<file path="src/rtl/vga_scanout_pkg.sv">
// Shared types for the VGA scan-out stage: timing width, per-axis mode
// registers and the RGB565 -> RGB888 expansion.
package vga_scanout_pkg;

  localparam int unsigned TW = 11;

  typedef struct packed {
    logic [TW-1:0] res;
    logic [TW-1:0] sync_start;
    logic [TW-1:0] sync_end;
    logic [TW-1:0] scan;
  } mode_t;

  typedef struct packed {
    logic [7:0] r;
    logic [7:0] g;
    logic [7:0] b;
  } rgb888_t;

  // Replicate the MSBs into the new LSBs so full-scale stays full-scale.
  function automatic rgb888_t expand565(input logic [15:0] p);
    rgb888_t c;
    c.r = {p[15:11], p[15:13]};
    c.g = {p[10:5], p[10:9]};
    c.b = {p[4:0], p[4:2]};
    return c;
  endfunction

endpackage

</file>
<file path="src/rtl/vga_scanout_if.sv">
// Pixel FIFO read port between the framebuffer FIFO (master) and scan-out (slave).
interface vga_scanout_if;
  logic [15:0] pix_dat;
  logic        pix_valid;
  logic        pix_ack;

  modport master (output pix_dat, output pix_valid, input pix_ack);
  modport slave  (input pix_dat, input pix_valid, output pix_ack);
endinterface

</file>
<file path="src/rtl/vga_scan_counter.sv">
// One timing axis: position counter with wrap, plus active and sync decode
// against the shadowed mode registers.
module vga_scan_counter
  import vga_scanout_pkg::*;
(
  input  logic          clk,
  input  logic          rst_n,
  input  logic          clr,
  input  logic          inc,
  input  mode_t         mode,
  output logic [TW-1:0] cnt,
  output logic          wrap,
  output logic          act,
  output logic          sync
);

  logic [TW-1:0] cnt_q, cnt_d;

  always_comb begin
    cnt_d = cnt_q;
    wrap  = inc && (cnt_q == mode.scan);
    if (clr) begin
      cnt_d = '0;
    end else if (inc) begin
      cnt_d = wrap ? '0 : cnt_q + TW'(1);
    end
    act  = cnt_q < mode.res;
    sync = (cnt_q >= mode.sync_start) && (cnt_q < mode.sync_end);
  end

  always_ff @(posedge clk or negedge rst_n) begin
    if (!rst_n) begin
      cnt_q <= '0;
    end else begin
      cnt_q <= cnt_d;
    end
  end

  assign cnt = cnt_q;

endmodule

</file>
<file path="src/rtl/vga_scanout.sv">
// Pixel-clock scan-out: h/v timing from shadowed mode registers, FIFO pop
// during the active area, and registered RGB888/sync/power-save pad outputs.
module vga_scanout #(
  parameter int unsigned TW = vga_scanout_pkg::TW
) (
  input  logic          vga_clk,
  input  logic          vga_rst_n,
  input  logic          enable,
  input  logic [TW-1:0] hres,
  input  logic [TW-1:0] hsync_start,
  input  logic [TW-1:0] hsync_end,
  input  logic [TW-1:0] hscan,
  input  logic [TW-1:0] vres,
  input  logic [TW-1:0] vsync_start,
  input  logic [TW-1:0] vsync_end,
  input  logic [TW-1:0] vscan,
  vga_scanout_if.slave  pix,
  output logic          frame_start,
  output logic          underrun,
  input  logic          underrun_clr,
  output logic          vga_hsync_n,
  output logic          vga_vsync_n,
  output logic [7:0]    vga_r,
  output logic [7:0]    vga_g,
  output logic [7:0]    vga_b,
  output logic          vga_psave_n
);
  import vga_scanout_pkg::*;

  mode_t         h_mode_q, h_mode_d, v_mode_q, v_mode_d;
  rgb888_t       rgb_q, rgb_d;
  logic          hsync_n_q, hsync_n_d, vsync_n_q, vsync_n_d;
  logic          psave_n_q, psave_n_d, underrun_q, underrun_d;
  logic [TW-1:0] hcnt, vcnt;
  logic          h_wrap, v_wrap, h_act, v_act, h_sync, v_sync;
  logic          active, load;

  vga_scan_counter u_hcnt (
    .clk(vga_clk), .rst_n(vga_rst_n), .clr(!enable), .inc(enable),
    .mode(h_mode_q), .cnt(hcnt), .wrap(h_wrap), .act(h_act), .sync(h_sync)
  );

  vga_scan_counter u_vcnt (
    .clk(vga_clk), .rst_n(vga_rst_n), .clr(!enable), .inc(h_wrap),
    .mode(v_mode_q), .cnt(vcnt), .wrap(v_wrap), .act(v_act), .sync(v_sync)
  );

  always_comb begin
    active      = enable && h_act && v_act;
    pix.pix_ack = active && pix.pix_valid;
    // Qualified by reset so the pulse stays low while the block is held in reset.
    frame_start = vga_rst_n && enable && (hcnt == '0) && (vcnt == '0);

    load     = !enable || (h_wrap && v_wrap);
    h_mode_d = load ? '{res: hres, sync_start: hsync_start, sync_end: hsync_end, scan: hscan}
                    : h_mode_q;
    v_mode_d = load ? '{res: vres, sync_start: vsync_start, sync_end: vsync_end, scan: vscan}
                    : v_mode_q;

    rgb_d      = pix.pix_ack ? expand565(pix.pix_dat) : '0;
    hsync_n_d  = !(enable && h_sync);
    vsync_n_d  = !(enable && v_sync);
    psave_n_d  = enable;
    underrun_d = (active && !pix.pix_valid) || (underrun_q && !underrun_clr);
  end

  always_ff @(posedge vga_clk or negedge vga_rst_n) begin
    if (!vga_rst_n) begin
      h_mode_q   <= '0;
      v_mode_q   <= '0;
      rgb_q      <= '0;
      hsync_n_q  <= 1'b1;
      vsync_n_q  <= 1'b1;
      psave_n_q  <= 1'b0;
      underrun_q <= 1'b0;
    end else begin
      h_mode_q   <= h_mode_d;
      v_mode_q   <= v_mode_d;
      rgb_q      <= rgb_d;
      hsync_n_q  <= hsync_n_d;
      vsync_n_q  <= vsync_n_d;
      psave_n_q  <= psave_n_d;
      underrun_q <= underrun_d;
    end
  end

  assign vga_r       = rgb_q.r;
  assign vga_g       = rgb_q.g;
  assign vga_b       = rgb_q.b;
  assign vga_hsync_n = hsync_n_q;
  assign vga_vsync_n = vsync_n_q;
  assign vga_psave_n = psave_n_q;
  assign underrun    = underrun_q;

endmodule
</file>
<file path="src/flat_wrapper.sv">
// flat-port wrapper written by rule: the top's interface ports become plain ports
module vga_scanout_flat import vga_scanout_pkg::*;
#(
  parameter int unsigned TW = vga_scanout_pkg::TW
)
  (vga_clk, vga_rst_n, enable, hres, hsync_start, hsync_end, hscan, vres, vsync_start, vsync_end, vscan, frame_start, underrun, underrun_clr, vga_hsync_n, vga_vsync_n, vga_r, vga_g, vga_b, vga_psave_n, pix_pix_dat, pix_pix_valid, pix_pix_ack);
  vga_scanout_if pix_i ();
  input  logic vga_clk;
  input  logic vga_rst_n;
  input  logic enable;
  input  logic [TW-1:0] hres;
  input  logic [TW-1:0] hsync_start;
  input  logic [TW-1:0] hsync_end;
  input  logic [TW-1:0] hscan;
  input  logic [TW-1:0] vres;
  input  logic [TW-1:0] vsync_start;
  input  logic [TW-1:0] vsync_end;
  input  logic [TW-1:0] vscan;
  output logic frame_start;
  output logic underrun;
  input  logic underrun_clr;
  output logic vga_hsync_n;
  output logic vga_vsync_n;
  output logic [7:0] vga_r;
  output logic [7:0] vga_g;
  output logic [7:0] vga_b;
  output logic vga_psave_n;
  input wire logic [$bits(pix_i.pix_dat)-1:0] pix_pix_dat;
  input wire logic [$bits(pix_i.pix_valid)-1:0] pix_pix_valid;
  output wire logic [$bits(pix_i.pix_ack)-1:0] pix_pix_ack;
  assign pix_i.pix_dat = pix_pix_dat;
  assign pix_i.pix_valid = pix_pix_valid;
  assign pix_pix_ack = pix_i.pix_ack;
  vga_scanout #(.TW(TW)) u_core (.vga_clk(vga_clk), .vga_rst_n(vga_rst_n), .enable(enable), .hres(hres), .hsync_start(hsync_start), .hsync_end(hsync_end), .hscan(hscan), .vres(vres), .vsync_start(vsync_start), .vsync_end(vsync_end), .vscan(vscan), .pix(pix_i), .frame_start(frame_start), .underrun(underrun), .underrun_clr(underrun_clr), .vga_hsync_n(vga_hsync_n), .vga_vsync_n(vga_vsync_n), .vga_r(vga_r), .vga_g(vga_g), .vga_b(vga_b), .vga_psave_n(vga_psave_n));
endmodule
</file>
<file path="config.mk">
export PLATFORM = sky130hd
export DESIGN_NAME = vga_scanout_flat
export DESIGN_NICKNAME = d
export VERILOG_FILES = /design/src/rtl/vga_scanout_pkg.sv /design/src/rtl/vga_scanout_if.sv /design/src/rtl/vga_scan_counter.sv /design/src/rtl/vga_scanout.sv /design/src/flat_wrapper.sv
export SDC_FILE = /design/constraint.sdc
export NUM_CORES = 1
export LEC_CHECK = 0
export CAP_MARGIN = 20
export CORE_MARGIN = 4
export CORE_UTILIZATION = 44
export CTS_CLUSTER_DIAMETER = 150
export DETAILED_ROUTE_END_ITERATION = 6
export DONT_BUFFER_PORTS = 1
export MAX_ROUTING_LAYER = met4
export PLACE_DENSITY_LB_ADDON = 0.1
export SLEW_MARGIN = 0
export SYNTH_ARGS = -nofsm -noshare
export SYNTH_HDL_FRONTEND = slang
export SYNTH_SLANG_ARGS = --single-unit
</file>
<file path="constraint.sdc">
create_clock -name vga_clk -period 6.65 [get_ports vga_clk]
set_input_delay 0.9975 -clock vga_clk [delete_from_list [all_inputs] [get_ports vga_clk]]
set_output_delay 0.9975 -clock vga_clk [all_outputs]
set_load 0.02 [all_outputs]
</file>
==> results.json <==
{
  "area_growth_pct": 9.208,
  "synthesis.area_sq_mm": 0.006780,
  "coreArea_sq_mm": 0.01515,
  "max_stage_delay_ns": 0.51,
  "postCtsResizedCells": 0,
  "async_flop_share_pct": 100.0,
  "clock-root-buffer": "clkbuf_16",
  "post_dp_cell_area_sq_mm": 0.006832,
  "netlist_instances": 657,
  "yosysTopAreaCellShare_pct": 47.24,
  "rows": 45,
  "rsz0062_at_grt": "false",
  "drt-met1-wl_um": 7161,
  "cp-start-kind": "flop",
  "syn_avg_cell_area_sq_um": 10.32,
  "dieArea_sq_mm": 0.01746,
  "ir_worst_vdd_uv": 173.4,
  "worst_slew_pin_slew_ns": 1.072,
  "wl_per_cell_um": 17.54,
  "antenna_found_initial": 1,
  "die_y_um": 132.1,
  "required_ns": 5.65,
  "leakage_nw": 3.622,
  "timing.rr.start": "u_core.u_hcnt.cnt[4]",
  "synth_top_family_by_area": "simple AND/OR/NAND/NOR gates",
  "status": "finished, final reports clean",
  "pwr-share-clk_pct": 46.7,
  "cts_tree": "yes",
  "maxCapViolCount": 0,
  "place_congestion": 0.8034,
  "slowest_stage": "dfrtp_1",
  "place_hpwl_um": 10960,
  "grt_pass1_wl_um": 24490,
  "nets": 826,
  "pwr-share-comb_pct": 8.3,
  "seq_area_frac_synth_pct": 48.02,
  "synth-main-ff-cell": "dfrtp_1",
  "clock_tree.buffer_depth": 2,
  "post_cts_buffers": 0,
  "met3_length_um": 780,
  "finalCritPeriodShare_pct": 53.65,
  "synth_common_cells": "dfrtp_1, nand2_1, inv_1",
  "grt_max_degree": 132,
  "yosys_warnings": 0,
  "vias": 4546,
  "power.density_mw_per_mm2": 265.2,
  "dr_wl_met2_um": 6787,
  "yosys-top-cells-area": "dfrtp_1, ha_1, nand2_1",
  "fin_tns_setup_ns": 0,
  "reg2reg_to": "u_core.h_mode_q[22]",
  "clkTransAtPathRegs_ns": 0.05,
  "first_global_vias": 4775,
  "fmax_mhz": 280.3,
  "fin_crit_ns": 3.568,
  "clk_latency_ns": 0.41,
  "setup_viol": 0,
  "ant_nets": 0,
  "synth_compound_area_share_pct": 10.96,
  "grt_use_total_pct": 18.23,
  "r2r_setup_slack_ns": 3.71,
  "pin_count": 139,
  "stdcell_area_sq_mm": 0.007405,
  "grt_remaining_overflow": 0,
  "path_class": "reg -> out",
  "critical_path_arrival_ns": 2.57,
  "yosys.area.top_type": "dfrtp_1",
  "wl_um": 14890,
  "cts_buffers": 17,
  "p_sw_w": 0.0004469,
  "pwr-share-seq_pct": 45.0,
  "slew_headroom_pct": 27.89,
  "drt_iter0_markers": 282,
  "p_int_w": 0.001517,
  "ff2ff_path_depth": 6,
  "synth_xor_xnor_area_share_pct": 4.779,
  "fin_skew_ns": 0.01190,
  "drt-vias-per-instance": 5.355,
  "top_layer": "met4",
  "endpoint_kind": "output pin",
  "slew_viol_final": 0,
  "ys_types": 44,
  "die_w_um": 132.1,
  "yosys.area_share.simple_pct": 12.55,
  "clkSinkCount": 130,
  "synthAdderAreaFrac_pct": 12.18,
  "drc_errors": 0,
  "h-tree-depth": 4,
  "synth_seq_cells": 130,
  "worstPathCellList": "ha_1 > a21oi_1 > o21ai_0 > a21oi_1 > o21ai_0 > a2111oi_4 > buf_4",
  "hold_class": "in -> async",
  "syn_nets": 832,
  "synth_mux_area_share_pct": 4.650,
  "cp_max_fo": 17,
  "p_sw_share_pct": 22.76,
  "drtPass1Iterations": 4,
  "cts_hold_buf": 0,
  "hold_viol_final": 0,
  "yosysMostFrequentCell": "dfrtp_1",
  "port_buffers": 0,
  "synth_edf_count": 0,
  "start_util_pct": 44.77,
  "drive_above_1_share_pct": 8.939
}
[state kept, by name, indices dropped and copies added (netlist names)]
signal,count
u_core.vga_b,5
u_core.vga_psave_n,1
u_core.vga_r,5
u_core.u_vcnt.cnt,11
u_core.vga_g,6
u_core.vga_hsync_n,1
u_core.u_hcnt.cnt,11
u_core.vga_vsync_n,1
u_core.underrun,1
u_core.v_mode_q,44
u_core.h_mode_q,44
[through the flow]
stage               total power [W]  setup slack [ns]  instances  utilization (%)  hold WS [ns]
detailed placement         0.001065             3.459        820            45.11        0.4860
floorplan                  0.001026             3.493        657                -        0.4522
finish                     0.001964             3.082        849            48.89        0.2882
global route               0.002058             2.909        849            48.89        0.2601
CTS                        0.001989             3.060        848            48.87        0.2658
global placement           0.001057             3.476        820            45.11        0.4876
[metal layers]
layer / up-vias / GRT usage (%)
li1: 2204 / -
met1: 2205 / 24.94
met2: 126 / 26.17
met3: 11 / 5.840
met4: 0 / 5.018
met5: - / -
[cells in the final DEF, fill, tap and decap left out, types with 6 or more instances in the layout]
cell type,n
ha_1,66
xor2_1,20
a21o_1,10
nor2b_1,6
and3_1,8
nor3_1,7
a21oi_1,20
inv_1,67
nand3_1,15
clkbuf_16,17
nand4_1,14
nand2_1,72
dfrtp_1,128
o21ai_0,52
nor2_1,21
xnor2_1,17
and2_1,18
o21ai_1,18
mux2_2,24
[cells by family after synthesis]
kind of cell | Yosys count
and+or+nand+nor | 176
adders and majority gates | 66
xor gates and xnor gates | 37
DFF | 130
buffers and inverters | 96
muxes | 28
AOI/OAI and AO/OA | 124
[cell type report]
type                       instances  area (sq um)
antenna                            1         2.502
clock buffer                      21         460.4
clock inverter                     7         110.1
fill                            1386          7741
inverter                          67         251.5
multi-input combinational        431          3059
sequential                       130          3256
tap                              188         235.2
timing repair buffer               4         30.03
[worst max-delay path: cells and delay by family, from the launching register on]
family | cells | cell delay (ns)
DFF | 1 | 0.51
buffers and inverters | 1 | 0.26
adders and majority gates | 1 | 0.37
AOI/OAI and AO/OA | 5 | 1.02
[how the worst max path moves through the flow]
stage / startpoint / end / slack (ns) / cells past startpoint
after floorplan: enable / frame_start / 3.49 / 4
after global placement: vga_rst_n / frame_start / 3.48 / 3
after detailed placement: vga_rst_n / frame_start / 3.46 / 3
after CTS: u_core.u_vcnt.cnt[4] / pix_pix_ack / 3.06 / 6
after global routing: u_core.u_hcnt.cnt[6] / pix_pix_ack / 2.91 / 7
final: u_core.u_hcnt.cnt[6] / pix_pix_ack / 3.08 / 7
[power by group through the flow]
stage | logic, W | registers, W | clock network (W)
floorplan | 0.000140 | 0.000886 | 0
global placement | 0.000159 | 0.000898 | 0
detailed placement | 0.000166 | 0.000899 | 0
CTS | 0.000166 | 0.000886 | 0.000937
global route | 0.000190 | 0.000890 | 0.000977
finish | 0.000163 | 0.000885 | 0.000916
No activity file was read; power rests on OpenSTA's default activity.
